--- src/rtl/lcd_frame_scheduler.sv ---
`default_nettype none
// ============================================================================
//  Module      : lcd_frame_scheduler
//  Description : Drives the shared lcd_write byte engine once LCD init has
//                completed. Each frame sends the address window (CASET and
//                RASET, four bytes each) and RAMWR, then streams
//                H_RES*V_RES pixels. Pixels are fetched from a pixel source
//                through a pix_req / pix_valid handshake. An image-select
//                request only takes effect at the next RAMWR, so a frame
//                never mixes two images.
//
//  Ports       : clk_25MHz   - system clock
//                rst         - asynchronous active-high reset
//                init_done   - level, LCD init finished (low aborts a frame)
//                frame_go    - pulse, start one frame when CONTINUOUS = 0
//                img_sel     - requested image id
//                img_sel_req - pulse, latch img_sel as the pending image
//                image_id    - image id used by the current frame
//                wr_data     - {dc, byte}, dc = 0 command, dc = 1 data
//                wr_en       - byte valid towards lcd_write
//                wr_done     - pulse, byte consumed by lcd_write
//                pix_req     - single-cycle pixel fetch request
//                pix_x/pix_y - coordinate of the requested pixel
//                pix_data    - pixel value (RGB332 in [7:0], RGB565 in [15:0])
//                pix_valid   - pix_data valid
//                busy        - high from window command until frame end
//                frame_done  - pulse after the last pixel byte is consumed
//                frame_cnt   - completed frames, wraps at 2^16
//
//  Build option: LCD_SCHED_RGB565_EN - when defined, each pixel is sent as
//                two bytes (pix_data[15:8] then pix_data[7:0]).
//
//  Revision    : 1.0 - initial release
// ============================================================================
module lcd_frame_scheduler #(
    parameter int H_RES      = 240,
    parameter int V_RES      = 160,
    parameter int X_OFS      = 0,
    parameter int Y_OFS      = 0,
    parameter int CONTINUOUS = 1
) (
    input  logic        clk_25MHz,
    input  logic        rst,
    input  logic        init_done,
    input  logic        frame_go,
    input  logic [2:0]  img_sel,
    input  logic        img_sel_req,
    output logic [2:0]  image_id,
    output logic [8:0]  wr_data,
    output logic        wr_en,
    input  logic        wr_done,
    output logic        pix_req,
    output logic [8:0]  pix_x,
    output logic [7:0]  pix_y,
    input  logic [15:0] pix_data,
    input  logic        pix_valid,
    output logic        busy,
    output logic        frame_done,
    output logic [15:0] frame_cnt
);

    // ------------------------------------------------------------------------
    // State encoding
    // ------------------------------------------------------------------------
    localparam logic [3:0] c_st_idle      = 4'd0;
    localparam logic [3:0] c_st_win_cmd   = 4'd1;
    localparam logic [3:0] c_st_win_data  = 4'd2;
    localparam logic [3:0] c_st_ramwr     = 4'd3;
    localparam logic [3:0] c_st_fetch     = 4'd4;
    localparam logic [3:0] c_st_wait_pix  = 4'd5;
    localparam logic [3:0] c_st_send      = 4'd6;
    localparam logic [3:0] c_st_frame_end = 4'd7;
    localparam logic [3:0] c_st_hold      = 4'd8;

    // ------------------------------------------------------------------------
    // Window geometry and command bytes
    // ------------------------------------------------------------------------
    localparam logic [15:0] c_xs = 16'(X_OFS);
    localparam logic [15:0] c_xe = 16'(X_OFS + H_RES - 1);
    localparam logic [15:0] c_ys = 16'(Y_OFS);
    localparam logic [15:0] c_ye = 16'(Y_OFS + V_RES - 1);

    localparam logic [8:0] c_x_last = 9'(H_RES - 1);
    localparam logic [7:0] c_y_last = 8'(V_RES - 1);

    localparam logic [8:0] c_cmd_caset = 9'h02A;
    localparam logic [8:0] c_cmd_raset = 9'h02B;
    localparam logic [8:0] c_cmd_ramwr = 9'h02C;

    // Byte index 0..3 walks the column window, 4..7 the row window.
    function automatic logic [8:0] win_byte(input logic [2:0] idx);
        case (idx)
            3'd0:    win_byte = {1'b1, c_xs[15:8]};
            3'd1:    win_byte = {1'b1, c_xs[7:0]};
            3'd2:    win_byte = {1'b1, c_xe[15:8]};
            3'd3:    win_byte = {1'b1, c_xe[7:0]};
            3'd4:    win_byte = {1'b1, c_ys[15:8]};
            3'd5:    win_byte = {1'b1, c_ys[7:0]};
            3'd6:    win_byte = {1'b1, c_ye[15:8]};
            default: win_byte = {1'b1, c_ye[7:0]};
        endcase
    endfunction

    // ------------------------------------------------------------------------
    // Registers and wires
    // ------------------------------------------------------------------------
    logic [3:0] r_state;
    logic [2:0] r_byte_idx;
    logic       r_pend_vld;
    logic [2:0] r_pend_id;

    logic       w_take;
    logic       w_px_done;
    logic [2:0] w_idx_next;

    // A wr_done only counts while a byte is actually being presented.
    assign w_take     = wr_en & wr_done;
    assign w_idx_next = r_byte_idx + 3'd1;

`ifdef LCD_SCHED_RGB565_EN
    logic       r_lo_half;
    logic [7:0] r_pix_lo;

    // The coordinate only advances once the low byte has gone out.
    assign w_px_done = r_lo_half;
`else
    logic w_unused_pix_hi;

    assign w_px_done       = 1'b1;
    assign w_unused_pix_hi = ^pix_data[15:8];
`endif

    // ------------------------------------------------------------------------
    // Frame sequencer
    // ------------------------------------------------------------------------
    always_ff @(posedge clk_25MHz or posedge rst) begin
        if (rst) begin
            r_state    <= c_st_idle;
            r_byte_idx <= 3'd0;
            r_pend_vld <= 1'b0;
            r_pend_id  <= 3'd0;
            image_id   <= 3'd0;
            wr_data    <= 9'h000;
            wr_en      <= 1'b0;
            pix_req    <= 1'b0;
            pix_x      <= 9'd0;
            pix_y      <= 8'd0;
            busy       <= 1'b0;
            frame_done <= 1'b0;
            frame_cnt  <= 16'd0;
`ifdef LCD_SCHED_RGB565_EN
            r_lo_half  <= 1'b0;
            r_pix_lo   <= 8'd0;
`endif
        end else begin
            frame_done <= 1'b0;
            pix_req    <= 1'b0;

            if (!init_done && (r_state != c_st_idle)) begin
                // Panel lost: drop the handshake, restart the next frame at
                // pixel (0,0); image_id and frame_cnt are left untouched.
                r_state    <= c_st_idle;
                r_byte_idx <= 3'd0;
                wr_en      <= 1'b0;
                busy       <= 1'b0;
                pix_x      <= 9'd0;
                pix_y      <= 8'd0;
`ifdef LCD_SCHED_RGB565_EN
                r_lo_half  <= 1'b0;
`endif
            end else begin
                case (r_state)
                    c_st_idle: begin
                        if (init_done) begin
                            r_state    <= c_st_win_cmd;
                            r_byte_idx <= 3'd0;
                            wr_en      <= 1'b1;
                            wr_data    <= c_cmd_caset;
                            busy       <= 1'b1;
                        end
                    end

                    c_st_win_cmd: begin
                        if (w_take) begin
                            r_state <= c_st_win_data;
                            wr_data <= win_byte(r_byte_idx);
                        end
                    end

                    c_st_win_data: begin
                        if (w_take) begin
                            if (r_byte_idx == 3'd3) begin
                                r_byte_idx <= 3'd4;
                                r_state    <= c_st_win_cmd;
                                wr_data    <= c_cmd_raset;
                            end else if (r_byte_idx == 3'd7) begin
                                r_state <= c_st_ramwr;
                                wr_data <= c_cmd_ramwr;
                            end else begin
                                r_byte_idx <= w_idx_next;
                                wr_data    <= win_byte(w_idx_next);
                            end
                        end
                    end

                    c_st_ramwr: begin
                        if (w_take) begin
                            wr_en   <= 1'b0;
                            r_state <= c_st_fetch;
                            pix_req <= 1'b1;
                            if (r_pend_vld) begin
                                image_id   <= r_pend_id;
                                r_pend_vld <= 1'b0;
                            end
                        end
                    end

                    // pix_req was raised on entry; it is high for exactly
                    // this cycle.
                    c_st_fetch: begin
                        r_state <= c_st_wait_pix;
                    end

                    c_st_wait_pix: begin
                        if (pix_valid) begin
                            r_state <= c_st_send;
                            wr_en   <= 1'b1;
`ifdef LCD_SCHED_RGB565_EN
                            r_pix_lo  <= pix_data[7:0];
                            r_lo_half <= 1'b0;
                            wr_data   <= {1'b1, pix_data[15:8]};
`else
                            wr_data   <= {1'b1, pix_data[7:0]};
`endif
                        end
                    end

                    c_st_send: begin
                        if (w_take) begin
                            if (w_px_done) begin
                                wr_en <= 1'b0;
                                if (pix_x == c_x_last) begin
                                    pix_x <= 9'd0;
                                    if (pix_y == c_y_last) begin
                                        r_state    <= c_st_frame_end;
                                        frame_done <= 1'b1;
                                        frame_cnt  <= frame_cnt + 16'd1;
                                    end else begin
                                        pix_y   <= pix_y + 8'd1;
                                        r_state <= c_st_fetch;
                                        pix_req <= 1'b1;
                                    end
                                end else begin
                                    pix_x   <= pix_x + 9'd1;
                                    r_state <= c_st_fetch;
                                    pix_req <= 1'b1;
                                end
                            end
`ifdef LCD_SCHED_RGB565_EN
                            else begin
                                r_lo_half <= 1'b1;
                                wr_data   <= {1'b1, r_pix_lo};
                            end
`endif
                        end
                    end

                    c_st_frame_end: begin
                        pix_x <= 9'd0;
                        pix_y <= 8'd0;
                        if (CONTINUOUS != 0) begin
                            r_state    <= c_st_win_cmd;
                            r_byte_idx <= 3'd0;
                            wr_en      <= 1'b1;
                            wr_data    <= c_cmd_caset;
                        end else begin
                            r_state <= c_st_hold;
                            busy    <= 1'b0;
                        end
                    end

                    c_st_hold: begin
                        if (frame_go) begin
                            r_state    <= c_st_win_cmd;
                            r_byte_idx <= 3'd0;
                            wr_en      <= 1'b1;
                            wr_data    <= c_cmd_caset;
                            busy       <= 1'b1;
                        end
                    end

                    default: begin
                        r_state <= c_st_idle;
                        wr_en   <= 1'b0;
                        busy    <= 1'b0;
                    end
                endcase
            end

            // Placed last so a request landing on the RAMWR latch cycle
            // becomes pending for the following frame.
            if (img_sel_req) begin
                r_pend_vld <= 1'b1;
                r_pend_id  <= img_sel;
            end
        end
    end

endmodule
`default_nettype wire

--- config.mk ---
export PLATFORM = sky130hd
export DESIGN_NAME = lcd_frame_scheduler
export DESIGN_NICKNAME = d
export VERILOG_FILES = /design/src/rtl/lcd_frame_scheduler.sv
export SDC_FILE = /design/constraint.sdc
export NUM_CORES = 1
export LEC_CHECK = 0
export CAP_MARGIN = 20
export CORE_MARGIN = 2
export CORE_UTILIZATION = 25
export DETAILED_ROUTE_END_ITERATION = 10
export SLEW_MARGIN = 20
export SYNTH_ARGS = -nofsm -noshare
export SYNTH_HDL_FRONTEND = slang
export SYNTH_SLANG_ARGS = --single-unit
--- constraint.sdc ---
create_clock -name clk_25MHz -period 2.5 [get_ports clk_25MHz]
set_clock_uncertainty 0.2 [all_clocks]
set_input_delay 0.375 -clock clk_25MHz [delete_from_list [all_inputs] [get_ports clk_25MHz]]
set_output_delay 0.375 -clock clk_25MHz [all_outputs]
set_load 0.02 [all_outputs]
---- Word level (Yosys, flattened, before mapping) ----
Index checks and enable logic that the tools add are counted.
word-level totals
  register bits ........................... 60
  input bits .............................. 26
  output and inout bits ................... 49
  word-level logic and storage cells ...... 149
operators by class
  $add $sub $neg .......................... 4
  eq/ne operators ......................... 43
  muxes and demuxes ....................... 61
  bitwise logic cells ..................... 2
  reductions and logical operators ........ 26
operators with widths
  operator                                        count
  two-way mux 9 bit                               10
  case mux 9 bit (6 select lines)                 1
  case mux 8 bit (2 select lines)                 3
  two-way mux 4 bit                               11
  case mux 4 bit (9 select lines)                 1
  two-way mux 8 bit                               4
  inequality test 3 bit (second input constant)   9
  == test 3 bit (second input constant)           7
  two-way mux 1 bit                               19
  two-way mux 3 bit                               6
  case mux 9 bit (2 select lines)                 1
  adder 16 x 1 -> 16 bit (second input constant)  1
  == test 4 x 3 -> 1 bit (second input constant)  4
  AND reduction 5 bit                             3
  == test 3 x 2 -> 1 bit (second input constant)  4
  inequality test 2 bit (second input constant)   6
  case mux 3 bit (4 select lines)                 1
  OR reduction 6 bit                              2
  adder 9 x 1 -> 9 bit (second input constant)    1
  == test 9 x 8 -> 1 bit (second input constant)  1
  adder 8 x 1 -> 8 bit (second input constant)    1
  == test 4 x 2 -> 1 bit (second input constant)  2
  == test 8 bit (second input constant)           1
  inequality test 4 bit (second input constant)   2
  other kinds (29)                                35

---- Depth between registers and ports, before layout ----
  word-level depth ........................ 8
  gate-level depth with buffers ........... 8
  depth with buffers taken out ............ 7

---- Worst setup path before layout ----
OpenSTA, ideal clock, no wires.
  path kind ............................... reg2reg
  start point ............................. register pix_y[0]
  end point ............................... register pix_y[0]
  setup time .............................. 0.127 ns
  arrival time ............................ 2.057 ns
  required time ........................... 2.173 ns
  slack ................................... 0.116 ns
  cell stages (with the launch flop) ...... 7
  path buffers ............................ 0
  clock period less this slack ............ 2.384 ns
  cell sequence ........................... dfrtp_1 -> ha_1 -> and3_1 -> a2111oi_4 -> or2_1 -> and2_1 -> mux2_1
between the ends
  cells in the longest elaborated chain, start to end .. 6
  elaborated cells on any way between the ends .. 9
  classes of those cells .................. add/sub (1); eq/ne (2); mux (5); reduce/logical (1)
RTL lines
  what                             RTL line  source
  start, declared                  54        output logic [7:0] pix_y,
  start signal, assigned           249       pix_y <= pix_y + 8'd1;
  adder 8 x 1 -> 8 bit             249
  two-way mux 8 bit                244       if (pix_y == c_y_last) begin
  two-way mux 8 bit                242       if (pix_x == c_x_last) begin
  two-way mux 8 bit                239       if (w_take) begin
  case mux 8 bit (2 select lines)  172       case (r_state)
  two-way mux 8 bit                159       if (!init_done && (r_state != c_st_idle)) begin
Several ways; a longest one is shown, not always the timed one. The select of a mux whose other input is x is not followed.
A chain may end at the register's enable or synchronous reset.

---- Worst setup path in the final report ----
  start point ............................. register pix_y[0]
  end point ............................... register pix_y[7]
The elaborated chain is that of the path after synthesis.

==> out/summary.txt <==
Final GP Congestion: 0.852
Slew headroom: 0.661
Most frequent cells in the layout: clkdlybuf4s50_1 (65), dfrtp_1 (59), nor2_1 (28)
Hold WC Path Type: primary input to async pin
Total Wirelength: 8.51 mm
Port Buf Inserts: 65
Layout Nets: 465
CP max-delay cell: dfrtp_1
# fillers: 1379
Hold Slack: 0.206 ns
Critical path data arrival time: 2.35 ns
Buffer count from post-CTS setup fixing: 0
Core area: 13300 µm²
Pwr/cell area: 822 nW/µm²
Layout cell share with drive strength beyond 1: 0.134
Fin crit period: 2.30 ns
HPWL after DPL: 6.26 mm
Clk_lat worst skew: 0.33 ns
Max-cap violations: 0
CTS tree: yes
Die area: 14700 µm²
Vias: 2878
Largest net degree at the start of global routing: 23
Reg2Reg Depth: 7
Flops & latches, synth: 59
Crit end category: register
Via-to-Cell Ratio: 4.73
Post-synth EDFFs: 0
Synth Instances: 346
Reg area: 1480 µm²
Htree depth: 3
Netlist cell types: 63
CTS clk-pin slew, worst paths: 0.06 ns
Internal Dissipation: 0.00257 W
Critical path peak fanout: 5
Ys flop type: dfrtp_1
Clock buffer depth: 2
Crit path largest cell delay: 0.41 ns
Final TNS setup: 0 ns
Asr flop ratio synth: 1.00
Final Max Tran Viols: 0
Crit path to: pix_y[7]
Crit path kind: register to register
R2r setup slk: 0.20 ns
Vias in the first global route: 2854
CP cell instances: ha_1 > and3_1 > a2111oi_4 > buf_4 > o211ai_4 > or3_1 > a21oi_1
Synth Warn #: 0
Comb pwr share: 0.351
Initial antenna violation count: 0
Total Routing Usage GR: 0.126
Status: complete, no violations
Mapped Avg Cell Area: 9.92 µm²
Register area share after synthesis: 0.430
Worst vdd ir: 365 µV
GRT Residual Overflow: 0
Sinks on Clock Net: 59
Worst setup path startpoint: pix_y[0]
Final setup fails: 0
Initial Util: 0.257
First-pass GRT wire length: 14.6 mm
Syn nets: 382
Final period util: 0.920
Reg-to-Reg Start: pix_y[0]
CTS Buf Count: 9
Slew at the pin closest to its max-slew limit: 0.509 ns
Residual DRC: 0
Sw Pwr: 0.00130 W
Die height: 121 µm
Sw Share: 0.337
Die width: 121 µm
1st-pass router iterations: 4
Reg-to-Reg End: pix_y[7]
Startpoint Class: register
Clock Tree Root: clkbuf_16
Clock power frac: 0.318
Hold Vio Cnt, Final: 0
# rows: 42
Mapped cell area: 3430 µm²
Sequential power share: 0.331
Multi-input gate area: 1840 µm²
CP Buf/Inv Count: 1
Fmax: 435 MHz
Most common cell after layout, fill and taps aside: clkdlybuf4s50_1
DR WL/cell: 14.0 µm
Antenna Cells: 0
P&R area growth vs syn: 37.3%
Post_cts resized: 0
Initial DRC Count: 104
Logic depth of the worst path, buffers included: 7
Final ANT Viol Nets: 0
Req. time, crit path: 2.54 ns
RSZ-0062 raised after global routing: no
Leakage power: 2.02 nW
Crit-path leading delay family: compound AO/OA/AOI/OAI gates
Number of I/O pins: 75
CTS Hold Buffers Added: 0
==> cells by family (layout without fill, tap and decap cells) <==
family,after synthesis,in the layout,synth area share
simple gates,131,131,0.221
compound gates,83,83,0.176
flops,59,59,0.430
buf+inv,27,114,0.0339
xor+xnor,19,19,0.0485
mux,16,16,0.0510
fa+ha+maj,11,11,0.0394
==> synthesized netlist by cell type (2+ instances only) <==
master,number,area share
buf_2,3,0.0044
and3_1,7,0.013
mux2_1,3,0.0098
o2bb2ai_1,3,0.0077
nor2_1,28,0.031
dfrtp_1,59,0.43
mux2i_1,4,0.012
a22o_1,4,0.010
o22ai_1,2,0.0036
o22a_1,2,0.0051
nand2b_1,4,0.0073
nand2_1,27,0.030
inv_1,13,0.014
nand4_1,7,0.013
xor2_1,7,0.018
and4_1,2,0.0051
o21ai_1,4,0.0058
nor3_2,2,0.0058
nand4b_4,2,0.014
mux2_2,9,0.030
and2_1,2,0.0036
or3_1,2,0.0036
nand3_1,13,0.019
o31ai_1,2,0.0044
ha_1,10,0.036
a21oi_1,21,0.031
o211ai_1,4,0.0087
o21ai_0,17,0.025
nor3_1,12,0.017
nor2b_1,9,0.016
a31oi_1,4,0.0073
a221o_1,3,0.0087
and4b_1,2,0.0058
clkbuf_1,8,0.0087
xnor2_1,12,0.031
a21o_1,2,0.0044
a211oi_1,2,0.0044
or3b_1,2,0.0051
or2_1,3,0.0055
==> sequential cells by signal, summed over array words and instances, names as in the netlist <==
register	flops
busy	1
pix_x	9
frame_cnt	16
frame_done	1
r_pend_id	3
image_id	3
wr_data	9
wr_en	1
pix_y	8
r_pend_vld	1
r_state	3
r_byte_idx	3
pix_req	1
==> worst reg2reg max path, delay by kind of cell (launching register included) <==
family / cells / cell delay [ns]
buffers and inverters: 1 / 0.20
adder cells (fa/ha/maj): 1 / 0.23
AND/OR/NAND/NOR: 2 / 0.59
AO/OA/AOI/OAI: 3 / 0.60
flip-flops: 1 / 0.41
==> routing by layer <==
layer	up-vias	wire length (µm)	GRT usage	share of wire
li1	1420	-	-	-
met4	0	32	0.0280	0.0038
met3	4	449	0.0414	0.053
met2	73	3970	0.194	0.47
met5	-	0	0	0
met1	1381	4050	0.172	0.48
==> power by group through the flow <==
stage                     clock network, W  registers (W)  logic (W)
after CTS                          0.00128        0.00128    0.00136
final                              0.00123        0.00128    0.00136
after global routing               0.00131        0.00132    0.00150
after detailed placement                 0        0.00130    0.00136
after global placement                   0        0.00129    0.00134
after floorplan                          0        0.00139   0.000723
==> per-stage QoR <==
stage | instances | worst slack [ns] | power (W) | area (µm²) | util
CTS | 609 | 0.204 | 0.00393 | 4710 | 0.353
global placement | 594 | 0.0426 | 0.00263 | 4420 | 0.331
global route | 609 | 0.0276 | 0.00413 | 4710 | 0.353
detailed placement | 594 | 0.0209 | 0.00266 | 4420 | 0.331
finish | 609 | 0.199 | 0.00387 | 4710 | 0.353
floorplan | 346 | 0.116 | 0.00212 | 3430 | -
==> final cells by class <==
class / instances / share of cell area
multi-input cells: 260 / 0.390
flip-flops and latches: 59 / 0.313
repair buffers: 86 / 0.177
clock buffers: 13 / 0.0552
well taps: 176 / 0.0467
inverters: 13 / 0.0104
clock inverters: 2 / 0.00743
==> worst min path at each step <==
stage / from / to / cells after the start
floorplan: r_pend_vld / r_pend_vld / 1
global placement: r_pend_vld / r_pend_vld / 1
detailed placement: frame_cnt[15] / frame_cnt[15] / 1
CTS: rst / wr_data[5] / 2
global route: rst / wr_data[5] / 2
finish: rst / wr_data[5] / 2
Note: power is estimated with default switching activity, not from simulation.
